File: config.mk
export PLATFORM = sky130hd
export DESIGN_NAME = if_fetch_stage_flat
export DESIGN_NICKNAME = d
export VERILOG_FILES = /design/src/rtl/if_fetch_stage_pkg.sv /design/src/rtl/if_fetch_stage_if.sv /design/src/rtl/if_fetch_stage_pc_gen.sv /design/src/rtl/if_fetch_stage.sv /design/src/flat_wrapper.sv
export SDC_FILE = /design/constraint.sdc
export NUM_CORES = 1
export LEC_CHECK = 0
export BUFFER_PORTS_ARGS = -buffer_cell sky130_fd_sc_hd__buf_4
export CORE_UTILIZATION = 52
export DETAILED_ROUTE_END_ITERATION = 12
export PLACE_DENSITY = 0.87
export SETUP_SLACK_MARGIN = 0.3
export SYNTH_ARGS = -nofsm -noshare
export SYNTH_HDL_FRONTEND = slang
export SYNTH_SLANG_ARGS = --single-unit
File: constraint.sdc
create_clock -name clk -period 2.65 [get_ports clk]
set_input_delay 0.6625 -clock clk [delete_from_list [all_inputs] [get_ports clk]]
set_output_delay 0.6625 -clock clk [all_outputs]
set_load 0.02 [all_outputs]
File: src/rtl/if_fetch_stage_pkg.sv
// Shared types and constants for the instruction-fetch stage.
// Optional build macro: IF_MISALIGN_CHECK_EN (misaligned-redirect reporting).
package if_pkg;

  typedef enum logic [2:0] {
    IDLE = 3'd0,
    REQ  = 3'd1,
    WAIT = 3'd2,
    HOLD = 3'd3,
    KILL = 3'd4
  } state_e;

  typedef enum logic [1:0] {
    PC_HOLD  = 2'd0,
    PC_INC   = 2'd1,
    PC_REDIR = 2'd2,
    PC_KILL  = 2'd3
  } pc_sel_e;

  localparam logic [31:0] RESET_PC_DEF  = 32'h0000_0000;
  localparam logic [31:0] NOP_INSTR_DEF = 32'h0000_0013;
  localparam logic [31:0] PC_INC_VAL    = 32'd4;

`ifdef IF_MISALIGN_CHECK_EN
  localparam logic MISALIGN_EN = 1'b1;
`else
  localparam logic MISALIGN_EN = 1'b0;
`endif

  // A target is only treated as misaligned when the check is built in.
  function automatic logic misaligned(input logic [1:0] pc_lo);
    return MISALIGN_EN & (pc_lo != 2'b00);
  endfunction

endpackage

File: src/rtl/if_fetch_stage_if.sv
// Instruction-memory request/response bus between the fetch stage and imem.
interface if_fetch_stage_if;
  logic        imem_req;
  logic [31:0] imem_addr;
  logic        imem_gnt;
  logic        imem_rvalid;
  logic [31:0] imem_rdata;

  modport master (output imem_req, imem_addr, input imem_gnt, imem_rvalid, imem_rdata);
  modport slave  (input imem_req, imem_addr, output imem_gnt, imem_rvalid, imem_rdata);
endinterface

File: src/rtl/if_fetch_stage_pc_gen.sv
// Fetch-PC and kill-PC registers with the next-PC select mux.
module if_pc_gen
  import if_pkg::*;
#(
  parameter logic [31:0] RESET_PC = RESET_PC_DEF
) (
  input  logic        clk,
  input  logic        res,
  input  pc_sel_e     pc_sel,
  input  logic        kill_load,
  input  logic [31:0] redir_pc,
  output logic [31:0] fetch_pc,
  output logic [31:0] kill_pc
);

  logic [31:0] fetch_pc_r;
  logic [31:0] kill_pc_r;
  logic [31:0] next_pc_s;

  // Next fetch address: hold, sequential (+4, wraps modulo 2^32), redirect or parked kill target.
  always_comb begin
    next_pc_s = fetch_pc_r;
    case (pc_sel)
      PC_HOLD:  next_pc_s = fetch_pc_r;
      PC_INC:   next_pc_s = fetch_pc_r + PC_INC_VAL;
      PC_REDIR: next_pc_s = redir_pc;
      PC_KILL:  next_pc_s = kill_pc_r;
      default:  next_pc_s = fetch_pc_r;
    endcase
  end

  // PC registers; kill_pc parks a redirect target while a stale response drains.
  always_ff @(posedge clk) begin
    if (!res) begin
      fetch_pc_r <= RESET_PC;
      kill_pc_r  <= RESET_PC;
    end else begin
      fetch_pc_r <= next_pc_s;
      if (kill_load) begin
        kill_pc_r <= redir_pc;
      end
    end
  end

  assign fetch_pc = fetch_pc_r;
  assign kill_pc  = kill_pc_r;

endmodule

File: src/rtl/if_fetch_stage.sv
// Instruction-fetch stage: one outstanding imem request, presents instruction+PC to IF/ID.
// Optional build macro: IF_MISALIGN_CHECK_EN adds the fetch_misaligned output.
module if_fetch_stage
  import if_pkg::*;
#(
  parameter logic [31:0] RESET_PC  = RESET_PC_DEF,
  parameter logic [31:0] NOP_INSTR = NOP_INSTR_DEF
) (
  input  logic                   clk,
  input  logic                   res,
  input  logic                   PC_write,
  input  logic                   redirect,
  input  logic [31:0]            redirect_PC,
  if_fetch_stage_if.master       imem,
  output logic [31:0]            PC_out,
  output logic [31:0]            instruction_out,
  output logic                   if_valid
`ifdef IF_MISALIGN_CHECK_EN
  ,
  output logic                   fetch_misaligned
`endif
);

  state_e      state_r;
  state_e      next_s;
  pc_sel_e     pc_sel_s;
  logic        kill_load_s;
  logic        capture_s;
  logic        mis_hold_s;
  logic        leave_s;
  logic        nop_s;
  logic [31:0] fetch_pc_s;
  logic [31:0] kill_pc_s;
  logic [31:0] redir_pc_s;
  logic [31:0] target_s;
  logic        req_r;
  logic        valid_r;
  logic [31:0] pc_out_r;
  logic [31:0] instr_r;

  // Without the misalign check the low target bits are simply dropped.
  assign redir_pc_s = MISALIGN_EN ? redirect_PC : {redirect_PC[31:2], 2'b00};
  // Address a drained KILL resumes at; a same-cycle redirect overrides the parked one.
  assign target_s   = ((state_r == KILL) && !redirect) ? kill_pc_s : redir_pc_s;

  if_pc_gen #(.RESET_PC(RESET_PC)) u_pc_gen (
    .clk       (clk),
    .res       (res),
    .pc_sel    (pc_sel_s),
    .kill_load (kill_load_s),
    .redir_pc  (redir_pc_s),
    .fetch_pc  (fetch_pc_s),
    .kill_pc   (kill_pc_s)
  );

  // Next-state and datapath-control decode; redirect always outranks the stall/transfer path.
  always_comb begin
    next_s      = state_r;
    pc_sel_s    = PC_HOLD;
    kill_load_s = 1'b0;
    capture_s   = 1'b0;
    mis_hold_s  = 1'b0;
    leave_s     = 1'b0;
    nop_s       = 1'b0;
    case (state_r)
      IDLE: next_s = REQ;
      REQ: begin
        if (redirect && imem.imem_gnt) begin
          kill_load_s = 1'b1;
          next_s      = KILL;
        end else if (redirect) begin
          pc_sel_s = PC_REDIR;
          if (misaligned(target_s[1:0])) begin
            mis_hold_s = 1'b1;
            next_s     = HOLD;
          end else begin
            next_s = REQ;
          end
        end else if (imem.imem_gnt) begin
          next_s = WAIT;
        end else begin
          next_s = REQ;
        end
      end
      WAIT: begin
        if (imem.imem_rvalid && redirect) begin
          pc_sel_s = PC_REDIR;
          if (misaligned(target_s[1:0])) begin
            mis_hold_s = 1'b1;
            next_s     = HOLD;
          end else begin
            next_s = REQ;
          end
        end else if (imem.imem_rvalid) begin
          capture_s = 1'b1;
          next_s    = HOLD;
        end else if (redirect) begin
          kill_load_s = 1'b1;
          next_s      = KILL;
        end else begin
          next_s = WAIT;
        end
      end
      HOLD: begin
        if (redirect) begin
          pc_sel_s = PC_REDIR;
          leave_s  = 1'b1;
          nop_s    = 1'b1;
          if (misaligned(target_s[1:0])) begin
            mis_hold_s = 1'b1;
            next_s     = HOLD;
          end else begin
            next_s = REQ;
          end
        end else if (PC_write) begin
          pc_sel_s = PC_INC;
          leave_s  = 1'b1;
          next_s   = REQ;
        end else begin
          next_s = HOLD;
        end
      end
      KILL: begin
        if (imem.imem_rvalid) begin
          pc_sel_s = redirect ? PC_REDIR : PC_KILL;
          if (misaligned(target_s[1:0])) begin
            mis_hold_s = 1'b1;
            next_s     = HOLD;
          end else begin
            next_s = REQ;
          end
        end else if (redirect) begin
          kill_load_s = 1'b1;
          next_s      = KILL;
        end else begin
          next_s = KILL;
        end
      end
      default: next_s = IDLE;
    endcase
  end

  // FSM state plus registered request and IF/ID-facing outputs.
  always_ff @(posedge clk) begin
    if (!res) begin
      state_r  <= IDLE;
      req_r    <= 1'b0;
      valid_r  <= 1'b0;
      pc_out_r <= RESET_PC;
      instr_r  <= NOP_INSTR;
    end else begin
      state_r <= next_s;
      req_r   <= (next_s == REQ);
      if (capture_s) begin
        instr_r  <= imem.imem_rdata;
        pc_out_r <= fetch_pc_s;
        valid_r  <= 1'b1;
      end else if (mis_hold_s) begin
        instr_r  <= NOP_INSTR;
        pc_out_r <= target_s;
        valid_r  <= 1'b1;
      end else if (leave_s) begin
        valid_r <= 1'b0;
        if (nop_s) begin
          instr_r <= NOP_INSTR;
        end
      end
    end
  end

`ifdef IF_MISALIGN_CHECK_EN
  logic mis_r;

  // Misalign flag: set on entering HOLD for a bad target, cleared on transfer or any new redirect.
  always_ff @(posedge clk) begin
    if (!res) begin
      mis_r <= 1'b0;
    end else if (mis_hold_s) begin
      mis_r <= 1'b1;
    end else if (leave_s || capture_s) begin
      mis_r <= 1'b0;
    end
  end

  assign fetch_misaligned = mis_r;
`endif

  assign imem.imem_req   = req_r;
  assign imem.imem_addr  = fetch_pc_s;
  assign PC_out          = pc_out_r;
  assign instruction_out = instr_r;
  assign if_valid        = valid_r;

endmodule

File: src/flat_wrapper.sv
// flat-port wrapper written by rule: the top's interface ports become plain ports
module if_fetch_stage_flat import if_pkg::*;
#(
  parameter logic [31:0] RESET_PC  = RESET_PC_DEF,
  parameter logic [31:0] NOP_INSTR = NOP_INSTR_DEF
)
  (clk, res, PC_write, redirect, redirect_PC, PC_out, instruction_out, if_valid, imem_imem_req, imem_imem_addr, imem_imem_gnt, imem_imem_rvalid, imem_imem_rdata);
  if_fetch_stage_if imem_i ();
  input  logic clk;
  input  logic res;
  input  logic PC_write;
  input  logic redirect;
  input  logic [31:0] redirect_PC;
  output logic [31:0] PC_out;
  output logic [31:0] instruction_out;
  output logic if_valid;
  output wire logic [$bits(imem_i.imem_req)-1:0] imem_imem_req;
  output wire logic [$bits(imem_i.imem_addr)-1:0] imem_imem_addr;
  input wire logic [$bits(imem_i.imem_gnt)-1:0] imem_imem_gnt;
  input wire logic [$bits(imem_i.imem_rvalid)-1:0] imem_imem_rvalid;
  input wire logic [$bits(imem_i.imem_rdata)-1:0] imem_imem_rdata;
  assign imem_imem_req = imem_i.imem_req;
  assign imem_imem_addr = imem_i.imem_addr;
  assign imem_i.imem_gnt = imem_imem_gnt;
  assign imem_i.imem_rvalid = imem_imem_rvalid;
  assign imem_i.imem_rdata = imem_imem_rdata;
  if_fetch_stage #(.RESET_PC(RESET_PC), .NOP_INSTR(NOP_INSTR)) u_core (.clk(clk), .res(res), .PC_write(PC_write), .redirect(redirect), .redirect_PC(redirect_PC), .imem(imem_i), .PC_out(PC_out), .instruction_out(instruction_out), .if_valid(if_valid));
endmodule
=== After elaboration in Yosys (flattened, before gate mapping) ===
Index checks and enable logic that the tools add are counted.

* Register bits: 131
* Bits of input ports: 70
* Output and inout bits: 98

* $add $sub $neg: 1
* Eq/ne operators: 8
* Multiplexer cells: 37
* Reductions and logical operators: 7

{| class="wikitable"
|+ Operators with widths
! cell !! count
|-
| $mux W32 || 4
|-
| $pmux W32 S3 || 1
|-
| $add A32 B3 Y32 const B || 1
|-
| $mux W3 || 7
|-
| $mux W1 || 15
|-
| $pmux W3 S5 || 1
|-
| $mux W2 || 7
|-
| $pmux W2 S4 || 1
|-
| $eq A3 B1 Y1 const B || 2
|-
| $eq A3 B2 Y1 const B || 2
|-
| $eq A2 B2 Y1 const B || 2
|-
| $reduce_bool A2 Y1 || 2
|-
| $eq A3 B3 Y1 const B || 1
|-
| $logic_not A3 Y1 || 1
|-
| $pmux W1 S3 || 1
|-
| $eq A2 B1 Y1 const B || 1
|-
| $logic_and A1 B1 Y1 || 2
|-
| $logic_not A2 Y1 || 1
|-
| $reduce_and A2 Y1 || 1
|}

=== Logic depth before layout (Yosys ltp) ===
Gate-level depths: netlist (run 1).

* Word-level depth: 5
* Mapped depth: 9

=== Modules after synthesis ===
Synthesis (run 1) repeated with hierarchy kept, for this count alone.

* Cell total of the unflattened synthesis: 681
* Area total of the unflattened synthesis: 6,077.1 sq um

{| class="wikitable"
|+ By module, submodules not included
! module !! instances !! cells an instance !! area an instance (sq um) !! seq. area each (sq um)
|-
| if_pc_gen || 1 || 414 || 3,499.6 || 1,281.2
|-
| if_fetch_stage || 1 || 267 || 2,577.5 || 1,381.3
|}

=== Worst setup path after synthesis (run 1) ===
Ideal clock, no wire load.

* Kind: input to register
* Start: input port redirect
* End: register u_core.u_pc_gen.fetch_pc_r[24] (netlist: u_core.u_pc_gen.fetch_pc[24])
* Setup time: 0.123 ns
* Arrival: 2.043 ns
* Setup slack: 0.483 ns
* Stages: 7
* Path buffers: 4
* Cells stage by stage: clkbuf_1 a21o_1 clkbuf_1 clkbuf_1 buf_2 mux2i_1 o22ai_1

* Word-level cells in the longest chain between the ends: 5
* Elaborated cells on any way between the ends: 14
* Classes of those cells: 3 x eq/ne; 8 x mux; 3 x reduce/logical

{| class="wikitable"
|+ Ends and longest elaborated chain
! what !! line !! text
|-
| from (decl) || flat_wrapper.sv:12 || <nowiki>input logic redirect;</nowiki>
|-
| $mux W1, or another cell as far along || if_fetch_stage.sv:125 || <nowiki>pc_sel_s = redirect ? PC_REDIR : PC_KILL;</nowiki>
|-
| $mux W2, on equally long branches || if_fetch_stage.sv:124, if_fetch_stage.sv:68, if_fetch_stage.sv:86 ||
|-
| $pmux W2 S4 (*) || if_fetch_stage.sv:65 || <nowiki>case (state_r)</nowiki>
|-
| $eq A2 B2 Y1 or $eq A2 B1 Y1 (tied branches) || if_fetch_stage_pc_gen.sv:23 || <nowiki>case (pc_sel)</nowiki>
|-
| $pmux W32 S3 || if_fetch_stage_pc_gen.sv:23 ||
|-
| to (signal assigned) || if_fetch_stage_pc_gen.sv:38 || <nowiki>fetch_pc_r <= next_pc_s;</nowiki>
|-
| to (decl) || if_fetch_stage_pc_gen.sv:16 || <nowiki>logic [31:0] fetch_pc_r;</nowiki>
|}

Every way passes the cells marked *; elsewhere a longest branch is shown, timed or not.
A chain may end at the register's enable or synchronous reset.

=== Worst setup path after layout (run 1) ===
* Start: register u_core.state_r[0]
* End: register u_core.u_pc_gen.fetch_pc_r[21] (netlist: u_core.u_pc_gen.fetch_pc[21])

* Word-level cells in the longest chain between the ends: 4
* Elaborated cells on any way between the ends: 10
* Classes of those cells: 7 x eq/ne; 2 x mux; 1 x reduce/logical

{| class="wikitable"
|+ Ends and longest elaborated chain
! what !! line !! text
|-
| from (decl) || if_fetch_stage.sv:24 || <nowiki>state_e state_r;</nowiki>
|-
| from (signal assigned) || if_fetch_stage.sv:152 || <nowiki>state_r <= next_s;</nowiki>
|-
| $eq A3 B3 Y1, or another cell as far along || if_fetch_stage.sv:65 ||
|-
| $pmux W2 S4 (*) || if_fetch_stage.sv:65 ||
|-
| $eq A2 B2 Y1 or $eq A2 B1 Y1 (tied branches) || if_fetch_stage_pc_gen.sv:23 ||
|-
| $pmux W32 S3 || if_fetch_stage_pc_gen.sv:23 ||
|}

Marked as above.

==> impl_metrics.env, run 1 <==
export IMPL_dp_cells=932
export IMPL_placed_area_sq_mm=0.00720
export IMPL_max_freq_mhz=448
export IMPL_end_kind="flop"
export IMPL_yosys_area_top_type_share_pct=43.7
export IMPL_route_vias_total=5590
export IMPL_p_per_area_mw_per_mm2=626
export IMPL_routedWlPerCell_um=17.1
export IMPL_synth_area_top_cells="dfxtp_1, nor2b_1, nand2_1, mux2i_1, a21boi_0"
export IMPL_slew_headroom_pct=54.7
export IMPL_fillers=753
export IMPL_grt_pass1_vias=5181
export IMPL_yosysWarnings=0
export IMPL_hold_buffers=0
export IMPL_gr_total_overflow=0
export IMPL_synth_flop_cell="dfxtp_1"
export IMPL_p_leak_nw=3.29
export IMPL_hold_viol=0
export IMPL_drt_total_wl_um=16500
export IMPL_dr_pass1_iters=8
export IMPL_synth_area_sq_mm=0.00582
export IMPL_cp_arrival_ns=2.62
export IMPL_final_area_sq_mm=0.00780
export IMPL_grt_usage_pct=28.8
export IMPL_mostFrequentLayoutCell="buf_4"
export IMPL_syn_to_final_growth_pct=34.1
export IMPL_netlist_instances=663
export IMPL_synth_avg_cell_area_sq_um=8.78
export IMPL_clkTransAtPathRegs_ns=0.06
export IMPL_nNetsFinal=882
export IMPL_clock_latency_ns=0.53
export IMPL_yosysSeqAreaShare_pct=43.7
export IMPL_die_h_um=108
export IMPL_synth_edf_count=0
export IMPL_num_io_pins=168
export IMPL_antenna_diode_count=0
export IMPL_grt_pass1_wl_um=25900
export IMPL_outcome="finished clean"
export IMPL_cts_num_sinks=127
export IMPL_chipWidth_um=108
export IMPL_finalNonFillerCells=964
export IMPL_finalCritPeriodShare_pct=84.2
export IMPL_ys_types=55
export IMPL_synth_top_family_by_area="simple AND/OR/NAND/NOR gates"
export IMPL_fin_worst_skew_ns=0.00937
export IMPL_setup_viol_count_final=0
export IMPL_r2r_slack_ns=0.42
export IMPL_startpoint_type="flop"
export IMPL_drtIter0Drc=733
export IMPL_cts_root_buf="clkbuf_8"
export IMPL_slew_viol_final=0
export IMPL_synthAdderAreaFrac_pct=0.215
export IMPL_synth_simple_area_share_pct=23.3
export IMPL_postRouteAntennaNets=0
export IMPL_clockBufferDepth=2
export IMPL_cts_setup_buffers=0
export IMPL_gp_congestion=0.848
export IMPL_layout_common_cells="buf_4, dfxtp_1, nand2_1, nor2b_1, mux2i_1"
export IMPL_via_per_inst=5.80
export IMPL_worstSetupPathType="flop to flop"
export IMPL_synth_compound_area_share_pct=17.5
export IMPL_synthMuxAreaShare_pct=8.02
export IMPL_htree_levels=4
export IMPL_portBuffers=161
export IMPL_grt_antenna_before_repair=0
export IMPL_drc_errors=0
export IMPL_grt_max_degree=82
export IMPL_rsz0062_at_grt="no"
export IMPL_design_core_area_sq_mm=0.0109
export IMPL_cts_resized=0
export IMPL_start_util_pct=53.4
export IMPL_die_area_sq_mm=0.0116
export IMPL_postSynth_asyncResetShare_pct=0
export IMPL_critPathRequiredTime_ns=3.04
export IMPL_numCtsBuffers=17
export IMPL_yosysTopAreaCell="dfxtp_1"
export IMPL_maxCapViolations=0
export IMPL_ir_worst_vdd_mv=0.419
export IMPL_ys_seq_elements=127
export IMPL_tns_ns=0
export IMPL_synth_xor_xnor_area_share_pct=2.71
export IMPL_final_core_util_pct=71.7
export IMPL_tightest_slew_ns=0.680
export IMPL_cp_max_fo=35
export IMPL_row_count=38
export IMPL_fin_crit_ns=2.23
export IMPL_cts_tree="done"
export IMPL_place_hpwl_um=11100
export IMPL_final_layout_size_suffix_gt1_share_pct=28.4
export IMPL_hp_class="input pin to flop"
-- state kept, by name, summed over array words and instances (netlist names) --
register,cells
u_core.instruction_out,32
u_core.state_r,3
u_core.u_pc_gen.fetch_pc,30
u_core.if_valid,1
u_core.PC_out,30
u_core.imem.imem_req,1
u_core.u_pc_gen.kill_pc,30
-- where the power goes --
part	switching (W)	leakage [nW]	total [W]	internal, W
sequential	0.0000693	1.03	0.00204	0.00197
clock	0.000907	0.282	0.00235	0.00145
combinational	0.000254	1.98	0.000499	0.000245
total	0.00123	3.29	0.00489	0.00366
-- critical path: stages, from the launching register on --
cell and delay, ns:
dfxtp_1 0.53, nand4bb_1 0.31, a21o_1 0.21, buf_12 0.21, mux2_2 0.35, o21ai_0 0.39, a21oi_1 0.08
-- metrics by stage --
step	worst slack, ns	hold WS (ns)	power, W
finish	0.419	0.380	0.00489
global route	0.331	0.380	0.00503
CTS	0.482	0.362	0.00490
detailed placement	0.314	0.459	0.00256
global placement	0.359	0.449	0.00254
floorplan	0.483	0.459	0.00233
-- cells by family after synthesis --
family / Yosys count
AOI/OAI and AO/OA: 146
xor gates and xnor gates: 18
adders and majority gates: 1
buffers and inverters: 63
DFF: 127
muxes: 44
other: 1
and+or+nand+nor: 263
-- per-layer routing --
metal / global-route usage (%) / share of wire [%]
met5: 0 / 0
met4: 11.7 / 3.0
met3: 7.69 / 8.4
met2: 44.4 / 47
met1: 37.9 / 41
-- final timing paths --
| kind | from | to | cells after the start |
|---|---|---|---|
| max | u_core.state_r[0]$_SDFF_PN0_ | u_core.u_pc_gen.fetch_pc[21]$_SDFFE_PN0P_ | 6 |
| min | imem_imem_rdata[0] | u_core.instruction_out[0]$_SDFFE_PN1P_ | 3 |
| max reg2reg | u_core.state_r[0]$_SDFF_PN0_ | u_core.u_pc_gen.fetch_pc[21]$_SDFFE_PN0P_ | 6 |
| min reg2reg | u_core.PC_out[9]$_SDFFE_PN0P_ | u_core.PC_out[9]$_SDFFE_PN0P_ | 2 |
-- area by class of cell --
class                           instances  area, sq um  area share, %
Sequential cell                       127         2540           32.6
Inverter                                7         26.3          0.337
Timing Repair Buffer                  182         1420           18.1
Multi-Input combinational cell        476         3040           39.0
Tap cell                              140          175           2.24
Clock buffer                           17          414           5.31
Clock inverter                         15          186           2.39
-- synthesized netlist by cell type (2+ instances only) --
library cell,number
nor4_1,8
o31a_1,3
nor3b_1,2
a21o_1,2
or3_1,2
mux2i_1,32
o21a_1,2
a211oi_1,3
nor2_1,9
inv_1,7
o211ai_1,5
xnor2_1,14
xor2_1,4
a21oi_1,20
o21ai_0,21
nand4_1,9
buf_2,8
and4_1,2
dfxtp_1,127
nand2b_1,2
o211a_1,8
nand4b_1,2
a21boi_0,30
a31oi_1,3
buf_4,4
nor2b_1,65
nand3b_1,2
nand2_1,104
a22oi_1,29
mux2_2,11
clkbuf_1,44
and2_1,9
nor3_1,11
a31o_2,2
nand3_1,21
or4_1,2
and3_1,10
o22ai_1,7
No activity file was read; power rests on OpenSTA's default activity.
==> run 2, diff against run 1 <==
--- a/config.mk
+++ b/config.mk
@@ -6,9 +6,9 @@
 export NUM_CORES = 1
 export LEC_CHECK = 0
 export BUFFER_PORTS_ARGS = -buffer_cell sky130_fd_sc_hd__buf_4
-export CORE_UTILIZATION = 52
+export CORE_UTILIZATION = 47
 export DETAILED_ROUTE_END_ITERATION = 12
-export PLACE_DENSITY = 0.87
+export PLACE_DENSITY = 0.83
 export SETUP_SLACK_MARGIN = 0.3
 export SYNTH_ARGS = -nofsm -noshare
 export SYNTH_HDL_FRONTEND = slang
==> constraint.sdc (replaced) <==
create_clock -name clk -period 1.9 [get_ports clk]
set_input_delay 0.475 -clock clk [delete_from_list [all_inputs] [get_ports clk]]
set_output_delay 0.475 -clock clk [all_outputs]
set_load 0.02 [all_outputs]
==> run 2 against run 1 <==
The flow now finishes with violations (negative setup slack). Combinational power increased by 110%. First-iteration DRC count grew 19%. Critical path depth grew 1. Count of clock-buffer cells in the layout rose by 8. Clock skew about the same. Global-route usage is 1.6 points higher. Worst setup slack got worse by 0.56 ns. Final cell count increased by 13%. Largest cell class unchanged.
==> impl_metrics.env, run 2 (synthesis results as in run 1) <==
export IMPL_p_leak_nw=4.03
export IMPL_drtIter0Drc=869
export IMPL_grt_usage_pct=30.3
export IMPL_syn_to_final_growth_pct=60.6
export IMPL_hp_class="input pin to flop"
export IMPL_max_freq_mhz=489
export IMPL_via_per_inst=6.05
export IMPL_grt_max_degree=51
export IMPL_multi_input_area_sq_mm=0.00347
export IMPL_rsz0062_at_grt="yes"
export IMPL_cp_max_fo=7
export IMPL_cp_arrival_ns=2.35
export IMPL_dr_pass1_iters=5
export IMPL_finalCritPeriodShare_pct=108
export IMPL_routedWlPerCell_um=21.3
export IMPL_drc_errors=0
export IMPL_startpoint_type="flop"
export IMPL_end_kind="flop"
export IMPL_tns_ns=-1.21
export IMPL_worstSetupPathType="flop to flop"
export IMPL_worst_slack_ns=-0.146
export IMPL_start_util_pct=48.2
export IMPL_numCtsBuffers=17
export IMPL_fillers=666
export IMPL_cts_tree="done"
export IMPL_hold_viol=0
export IMPL_die_h_um=113
export IMPL_clock_latency_ns=0.42
export IMPL_grt_antenna_before_repair=0
export IMPL_gp_congestion=0.893
export IMPL_layout_common_cells="buf_4, dfxtp_1, nand2_1, nor2b_1, a21boi_0"
export IMPL_antenna_diode_count=0
export IMPL_grt_pass1_vias=6024
export IMPL_num_io_pins=168
export IMPL_slew_headroom_pct=65.8
export IMPL_grt_pass1_wl_um=30300
export IMPL_route_vias_total=6564
export IMPL_chipWidth_um=113
export IMPL_ir_worst_vdd_mv=0.605
export IMPL_final_layout_size_suffix_gt1_share_pct=43.5
export IMPL_setup_viol_count_final=19
export IMPL_die_area_sq_mm=0.0128
export IMPL_fin_crit_ns=2.05
export IMPL_regArea_sq_mm=0.00258
export IMPL_design_core_area_sq_mm=0.0121
export IMPL_row_count=40
export IMPL_portBuffers=161
export IMPL_tightest_slew_ns=0.511
export IMPL_gr_total_overflow=0
export IMPL_clockBufferDepth=2
export IMPL_slew_viol_final=0
export IMPL_mostFrequentLayoutCell="buf_4"
export IMPL_p_per_area_mw_per_mm2=786
export IMPL_postRouteAntennaNets=0
export IMPL_cts_root_buf="clkbuf_16"
export IMPL_maxCapViolations=0
export IMPL_place_hpwl_um=12100
export IMPL_clkTransAtPathRegs_ns=0.06
export IMPL_fin_worst_skew_ns=0.00902
export IMPL_pre_cts_ws_ns=-0.126
export IMPL_htree_levels=4
export IMPL_cts_num_sinks=127
export IMPL_largest_reg_flops=32
export IMPL_violations="negative setup slack"
export IMPL_nNetsFinal=975
export IMPL_critPathRequiredTime_ns=2.20
export IMPL_outcome="finished, violations left"
export IMPL_drt_total_wl_um=23200
export IMPL_p_total_w=0.00734
## run 2: repair_timing
action,in CTS,in global routing
gates cloned,4,4
gates resized for setup,59,49
setup buffers,29,6
hold buffers,0,0
pin swaps,20,18
setup endpoints to repair,84,121
## run 2: metrics by stage
| stage | hold WS [ns] | area [sq um] | util (%) | instances |
|---|---|---|---|---|
| 5_1_grt | 0.317 | 9350 | 77.5 | 1085 |
| 6_report | 0.294 | 9350 | 77.5 | 1085 |
| 3_3_place_gp | 0.449 | 7760 | 64.4 | 1010 |
| 2_1_floorplan | 0.459 | 6020 | - | 666 |
| 3_5_place_dp | 0.457 | 7760 | 64.4 | 1010 |
| 4_1_cts | 0.296 | 8980 | 74.4 | 1075 |
## run 2: final cells by class
| class | instances | share of cell area, % |
|---|---|---|
| Sequential cell | 127 | 27.7 |
| Multi-Input combinational cell | 476 | 37.1 |
| Inverter | 7 | 0.281 |
| Clock inverter | 7 | 1.00 |
| Clock buffer | 25 | 5.86 |
| Tap cell | 168 | 2.25 |
| Timing Repair Buffer | 275 | 25.8 |
## run 2: final timing paths
kind | startpoint | end | slack [ns] | cells past startpoint
max | u_core.state_r[2]$_SDFF_PN0_ | u_core.u_pc_gen.fetch_pc[12]$_SDFFE_PN0P_ | -0.15 | 7
min | imem_imem_rdata[4] | u_core.instruction_out[4]$_SDFFE_PN1P_ | 0.29 | 3
max reg2reg | u_core.state_r[2]$_SDFF_PN0_ | u_core.u_pc_gen.fetch_pc[12]$_SDFFE_PN0P_ | -0.15 | 7
min reg2reg | u_core.PC_out[8]$_SDFFE_PN0P_ | u_core.PC_out[8]$_SDFFE_PN0P_ | 0.46 | 2
## run 2: critical path, cell delays in order (launching register included)
cell      delay (ns)
dfxtp_4         0.37
nand4b_1        0.29
buf_4           0.23
a21oi_4         0.31
buf_6           0.18
nand4_1         0.15
xnor2_1         0.19
o211a_1         0.21
## run 2: per-layer routing
metal	GRT usage, %	wire (um)	part of all wire, %
met5	0	0	0
met1	37.0	8720	38
met2	48.4	10700	46
met4	16.9	1590	6.9
met3	8.30	2180	9.4
## run 2: power by group
| group | switching (W) | total (W) | internal [W] |
|---|---|---|---|
| Sequential | 0.0000757 | 0.00282 | 0.00274 |
| Combinational | 0.000526 | 0.00104 | 0.000514 |
| Clock | 0.00122 | 0.00349 | 0.00226 |
